### src/rtl/stdcore_pkg.sv
// Shared types and helpers for the stdcore single-port RAM lane family.
package stdcore_pkg;

    // Upper bounds for the generic lane merge; callers zero/one-extend into these.
    localparam int unsigned MAX_DW = 256;
    localparam int unsigned MAX_NL = 256;

    typedef enum logic [0:0] {
        S_IDLE = 1'b0,
        S_CLR  = 1'b1
    } state_e;

    // Ceiling log2; clog2(1) = 0.
    function automatic int unsigned clog2(input int unsigned v);
        int unsigned r;
        r = 0;
        for (int unsigned i = 0; i < 32; i++) begin
            if ((64'd1 << i) < 64'(v)) r = i + 1;
        end
        return r;
    endfunction

    // Replace every lane whose active-low enable is 0 with the new data.
    function automatic logic [MAX_DW-1:0] lane_merge(
        input logic [MAX_DW-1:0] old_w,
        input logic [MAX_DW-1:0] new_w,
        input logic [MAX_NL-1:0] mask_n,
        input int unsigned       lw
    );
        logic [MAX_DW-1:0] res;
        res = old_w;
        for (int unsigned b = 0; b < MAX_DW; b++) begin
            if (!mask_n[b / lw]) res[b] = new_w[b];
        end
        return res;
    endfunction

endpackage

### src/rtl/stdcore_clr_seq.sv
// Clear sequencer: owns the idle/clear FSM and the sweep address counter.
module stdcore_clr_seq
    import stdcore_pkg::*;
#(
    parameter int unsigned AW       = 4,
    parameter int unsigned DEPTH    = 16,
    parameter bit          INIT_CLR = 1'b1
) (
    input  logic          clk,
    input  logic          rst_n,
    input  logic          clr_req,
    output logic          busy,
    output logic [AW-1:0] clr_addr,
    output logic          clr_we
);

    localparam logic [AW-1:0] LAST = AW'(DEPTH - 1);

    state_e        state_q, state_d;
    logic [AW-1:0] clr_cnt_q, clr_cnt_d;

    // State and sweep counter registers; reset restarts the sweep from 0.
    always_ff @(posedge clk) begin
        if (!rst_n) begin
            state_q   <= INIT_CLR ? S_CLR : S_IDLE;
            clr_cnt_q <= '0;
        end else begin
            state_q   <= state_d;
            clr_cnt_q <= clr_cnt_d;
        end
    end

    // Next-state: a request in idle starts a sweep; requests mid-sweep are ignored.
    always_comb begin
        state_d   = state_q;
        clr_cnt_d = clr_cnt_q;
        case (state_q)
            S_IDLE: begin
                if (clr_req) state_d = S_CLR;
            end
            S_CLR: begin
                if (clr_cnt_q == LAST) begin
                    state_d   = S_IDLE;
                    clr_cnt_d = '0;
                end else begin
                    clr_cnt_d = clr_cnt_q + 1'b1;
                end
            end
            default: state_d = S_IDLE;
        endcase
    end

    assign busy     = (state_q == S_CLR);
    assign clr_we   = (state_q == S_CLR);
    assign clr_addr = clr_cnt_q;

endmodule

### src/rtl/stdcore_spram_lane.sv
// Single-port SRAM with per-lane write masks, optional output register and
// a hardware clear sweep that fills the array with CLR_VAL.
module stdcore_spram_lane
    import stdcore_pkg::*;
#(
    parameter int unsigned   DW       = 32,
    parameter int unsigned   LW       = 8,
    parameter int unsigned   AW       = 4,
    parameter int unsigned   DEPTH    = 16,
    parameter bit            OREG     = 1'b0,
    parameter bit            INIT_CLR = 1'b1,
    parameter logic [DW-1:0] CLR_VAL  = '0
) (
    input  logic             clk,
    input  logic             rst_n,
    input  logic             ce_n,
    input  logic             we_n,
    input  logic [DW/LW-1:0] wmask_n,
    input  logic [AW-1:0]    addr,
    input  logic [DW-1:0]    wdata,
    output logic [DW-1:0]    rdata,
    output logic             rvalid,
    input  logic             clr_req,
    output logic             busy,
    output logic             oor_err
);

    localparam int unsigned NL = DW / LW;
    localparam int unsigned IW = (clog2(DEPTH) > 0) ? clog2(DEPTH) : 1;

    logic          clr_we;
    logic [AW-1:0] clr_addr;
    logic          in_range;
    logic          user_acc;

    logic          mem_we;
    logic [IW-1:0] mem_waddr;
    logic [DW-1:0] mem_wdata;

    logic          rd_fire;
    logic [DW-1:0] rd_word;
    logic [DW-1:0] rd1_q, rd1_d;
    logic          rv1_q, rv1_d;
    logic          oor_q, oor_d;

    stdcore_clr_seq #(
        .AW       (AW),
        .DEPTH    (DEPTH),
        .INIT_CLR (INIT_CLR)
    ) u_clr_seq (
        .clk      (clk),
        .rst_n    (rst_n),
        .clr_req  (clr_req),
        .busy     (busy),
        .clr_addr (clr_addr),
        .clr_we   (clr_we)
    );

    assign in_range = ({1'b0, addr} < (AW + 1)'(DEPTH));
    assign user_acc = !busy && !ce_n;
    assign rd_fire  = user_acc && we_n;

    // ---------------- storage array and read/output stage ----------------

    logic [DW-1:0] mem_q [DEPTH];

    // Array port mux: the sweep owns the port while busy, else the user port.
    // Upper mask bits are forced to 1 so padding lanes are never enabled.
    always_comb begin
        mem_we    = 1'b0;
        mem_waddr = '0;
        mem_wdata = '0;
        if (clr_we) begin
            mem_we    = 1'b1;
            mem_waddr = clr_addr[IW-1:0];
            mem_wdata = CLR_VAL;
        end else if (user_acc && !we_n && in_range) begin
            mem_we    = 1'b1;
            mem_waddr = addr[IW-1:0];
            mem_wdata = DW'(lane_merge(MAX_DW'(mem_q[addr[IW-1:0]]),
                                       MAX_DW'(wdata),
                                       ~MAX_NL'(~wmask_n),
                                       LW));
        end
    end

    // Array write; contents are deliberately not reset.
    always_ff @(posedge clk) begin
        if (mem_we) mem_q[mem_waddr] <= mem_wdata;
    end

    // First read stage: capture on a read, hold otherwise; out-of-range reads give 0.
    always_comb begin
        rd_word = in_range ? mem_q[addr[IW-1:0]] : '0;
        rd1_d   = rd_fire ? rd_word : rd1_q;
        rv1_d   = rd_fire;
    end

    // First read stage registers.
    always_ff @(posedge clk) begin
        if (!rst_n) begin
            rd1_q <= '0;
            rv1_q <= 1'b0;
        end else begin
            rd1_q <= rd1_d;
            rv1_q <= rv1_d;
        end
    end

    generate
        if (OREG) begin : g_oreg
            logic [DW-1:0] rd2_q, rd2_d;
            logic          rv2_q, rv2_d;

            // Output stage forwards the first stage one cycle later and holds otherwise.
            always_comb begin
                rd2_d = rv1_q ? rd1_q : rd2_q;
                rv2_d = rv1_q;
            end

            // Output stage registers.
            always_ff @(posedge clk) begin
                if (!rst_n) begin
                    rd2_q <= '0;
                    rv2_q <= 1'b0;
                end else begin
                    rd2_q <= rd2_d;
                    rv2_q <= rv2_d;
                end
            end

            assign rdata  = rd2_q;
            assign rvalid = rv2_q;
        end else begin : g_noreg
            assign rdata  = rd1_q;
            assign rvalid = rv1_q;
        end
    endgenerate

    // ---------------- end of storage section ----------------

    // Sticky out-of-range flag, set by any accepted access outside the array.
    always_comb begin
        oor_d = oor_q | (user_acc && !in_range);
    end

    // Out-of-range flag register.
    always_ff @(posedge clk) begin
        if (!rst_n) oor_q <= 1'b0;
        else        oor_q <= oor_d;
    end

    assign oor_err = oor_q;

endmodule

### config.mk
export PLATFORM = sky130hd
export DESIGN_NAME = stdcore_spram_lane
export DESIGN_NICKNAME = d
export VERILOG_FILES = /design/src/rtl/stdcore_pkg.sv /design/src/rtl/stdcore_clr_seq.sv /design/src/rtl/stdcore_spram_lane.sv
export SDC_FILE = /design/constraint.sdc
export NUM_CORES = 1
export LEC_CHECK = 0
export ABC_AREA = 0
export CAP_MARGIN = 5
export CORE_MARGIN = 2
export CORE_UTILIZATION = 30
export DETAILED_ROUTE_END_ITERATION = 12
export GPL_TIMING_DRIVEN = 0
export PLACE_DENSITY_LB_ADDON = 0.2
export SLEW_MARGIN = 30
export SYNTH_ARGS = -nofsm -noshare
export SYNTH_HDL_FRONTEND = slang
export SYNTH_SLANG_ARGS = --single-unit
### constraint.sdc
create_clock -name clk -period 6.3 [get_ports clk]
set_input_delay 0.63 -clock clk [delete_from_list [all_inputs] [get_ports clk]]
set_output_delay 0.63 -clock clk [all_outputs]
set_load 0.02 [all_outputs]
==> reports/summary.txt <==
status -> finished, final reports clean
critical hold path startpoint -> rdata[29]
number of CTS-inserted buffers -> 56
post-layout util -> 37.3%
total power -> 7760 µW
Boundary Pins -> 80
Via-to-Cell Ratio -> 4.99
die height -> 271 µm
syn nets -> 1249
hold crit path type -> reg2reg
Starting Density -> 30.4%
kind of critical path -> in2reg
# clock sinks -> 550
Slew Limit Fails -> 0
postcts setup bufs -> 0
most common cell after layout, fill and taps aside -> edfxtp_1
hold buffer count at cts -> 0
Slew headroom -> 31.5%
fmax -> 0.261 GHz
area delta synth->final -> 22.5%
# resized after CTS -> 0
n_diodes -> 0
Root Buffer Master -> clkbuf_16
DRT Pass-1 Iters -> 6
ranking of synthesized cells by area -> edfxtp_1, mux2i_1, dfxtp_1, mux4_2, o21ai_0
Placed Area -> 0.0244 mm²
crit-path max cell delay -> 690 ps
WHS -> 452 ps
post-synth top area cell -> edfxtp_1
crit path buf inv count -> 5
Final nets -> 1415
Crit path max-delay family -> buffers and inverters
Reg clk slew, reported paths -> 60 ps
post-route cell area -> 0.0262 mm²
Distinct cells, synth -> 41
top-area cell type share of the netlist area -> 71.8%
register area share after synthesis -> 75.4%
RSZ-0062 raised after global routing -> no
CTS Buffer Depth -> 3
met2 routed WL -> 30100 µm
largest net degree at the start of global routing -> 18
wire per inst -> 25.7 µm
endpoints failing setup -> 0
critical-path cell list -> clkdlybuf4s50_1 > clkbuf_1 > clkbuf_1 > a32oi_1 > nor2_4 > buf_16 > buf_16
initial antenna violation count -> 2
Post-DP HPWL -> 40800 µm
post-layout minimum cycle time -> 3840 ps
actual slew at the worst max-slew pin -> 1030 ps
Power Density -> 296 mW/mm²
Post-Route M1 WL -> 26300 µm
Final TNS setup -> 0 ps
overall routed net length -> 60300 µm
# rows -> 97
final period utilization -> 60.9%
Fin Clk Skew -> 16.2 ps
top fanout value on the critical path -> 13
CTS H-tree depth -> 2
global-route wire length before repair -> 86600 µm
vias in the first global route -> 12200
MaxCap Viol Count -> 0
overall routing resource usage -> 16.3%
Post-Syn Area -> 0.0214 mm²
Crit-path slowest cell -> clkbuf_1
RD Place Congestion -> 0.746
critical path endpoint category -> register
DR DRC count -> 0
CTS tree -> yes
peak supply drop -> 0.000172 V
die width -> 271 µm
commonest cells after routing, fill and taps aside -> edfxtp_1, mux2i_1, clkdlybuf4s50_1, o21ai_0, clkbuf_16
Clk Latency, worst-skew pair -> 610 ps
Critical Path Start Type -> input pin
die area -> 0.0735 mm²
core area -> 0.0704 mm²
routed vias -> 11700
syn_area_per_cell -> 17.8 µm²
Antenna Violating Nets Remaining -> 0
Mapped Cells -> 1203
yosys warns -> 0
worst setup path startpoint -> addr[1]
register bit total from synthesis -> 550
data required time of the worst path -> 6610 ps
Final Hold Viols -> 0
drt initial violations -> 1035
top layer in use -> met4
R2R Path Start -> u_clr_seq.busy
share of cells above drive strength 1 -> 16.4%
port bufs -> 76
met3 wire len -> 2700 µm
Leakage -> 0.00930 µW
Worst EP arrival -> 4150 ps
GR Overflow Total -> 0
## worst register-to-register path, delay by kind of cell, from the launching register on
family | cells | cell delay (ps)
buf+inv | 1 | 740
simple gates | 1 | 640
compound gates | 2 | 900
flops | 1 | 390
## routing by layer
| layer | track usage, % | vias to the layer above |
|---|---|---|
| met3 | 2.55 | 76 |
| met5 | 0 | - |
| li1 | - | 5212 |
| met1 | 21.2 | 6153 |
| met2 | 28.3 | 292 |
| met4 | 4.45 | 0 |
## through the flow
step,worst slack (ps),std cells
2_1_floorplan,2800,1203
3_3_place_gp,-414,2219
3_5_place_dp,1820,2251
4_1_cts,2470,2352
5_1_grt,2340,2352
6_report,2460,2352
## final timing paths
check                 endpoint  slack, ps  cells past startpoint
setup / recovery  mem_q[3][10]       2460                      7
hold / removal       rdata[29]        450                      2
setup reg to reg  mem_q[2][16]       3300                      4
hold reg to reg      rdata[29]        450                      2
## power by group
part           total [µW]  switching (µW)  internal, µW
Sequential           4030            17.2          4020
Combinational         487             301           187
Clock                3240            1380          1860
## state kept, by name, indices dropped and copies added (netlist names)
register	count
u_clr_seq.clr_addr	4
rvalid	1
rdata	32
u_clr_seq.busy	1
mem_q	512
## synth_stat cells, drive strengths merged
library cell  count
nand2            40
or3               2
a21boi            3
and2              3
a221o            26
inv               1
dfxtp            38
nand2b            8
buf              38
nand3b            2
xnor2             1
nand3             2
nor2             47
mux4             33
nor3b             2
o31ai             1
a221oi            7
clkbuf           37
clkinv            1
a222oi           31
mux2i           192
ha                1
conb              1
a2bb2oi          26
nor2b             4
edfxtp          512
o21ai            68
nor3              2
a32oi             2
a22oi             6
a21oi            64
a21o              1
a32o              1
## cell families (layout without fill, tap and decap cells)
group / count (synthesis) / count (layout) / share of synthesized area [%]
flip-flops: 550 / 550 / 75.4
adder cells (fa/ha/maj): 1 / 1 / 0.0584
other: 1 / 1 / 0.0175
XOR/XNOR: 1 / 1 / 0.0409
multiplexers: 225 / 225 / 12.4
buffers and inverters: 77 / 286 / 2.19
AO/OA/AOI/OAI: 236 / 236 / 7.62
AND/OR/NAND/NOR: 112 / 112 / 2.26
## layout make-up
| cell class | instances | area, µm² |
|---|---|---|
| fillers | 6558 | 44200 |
| flip-flops and latches | 550 | 16100 |
| multi-input cells | 576 | 5050 |
| repair buffers | 108 | 1630 |
| clock buffers | 77 | 1540 |
| well taps | 940 | 1180 |
| plain buffers | 75 | 465 |
| clock inverters | 24 | 219 |
| inverters | 2 | 7.51 |
Note: power is estimated with default switching activity, not from simulation.
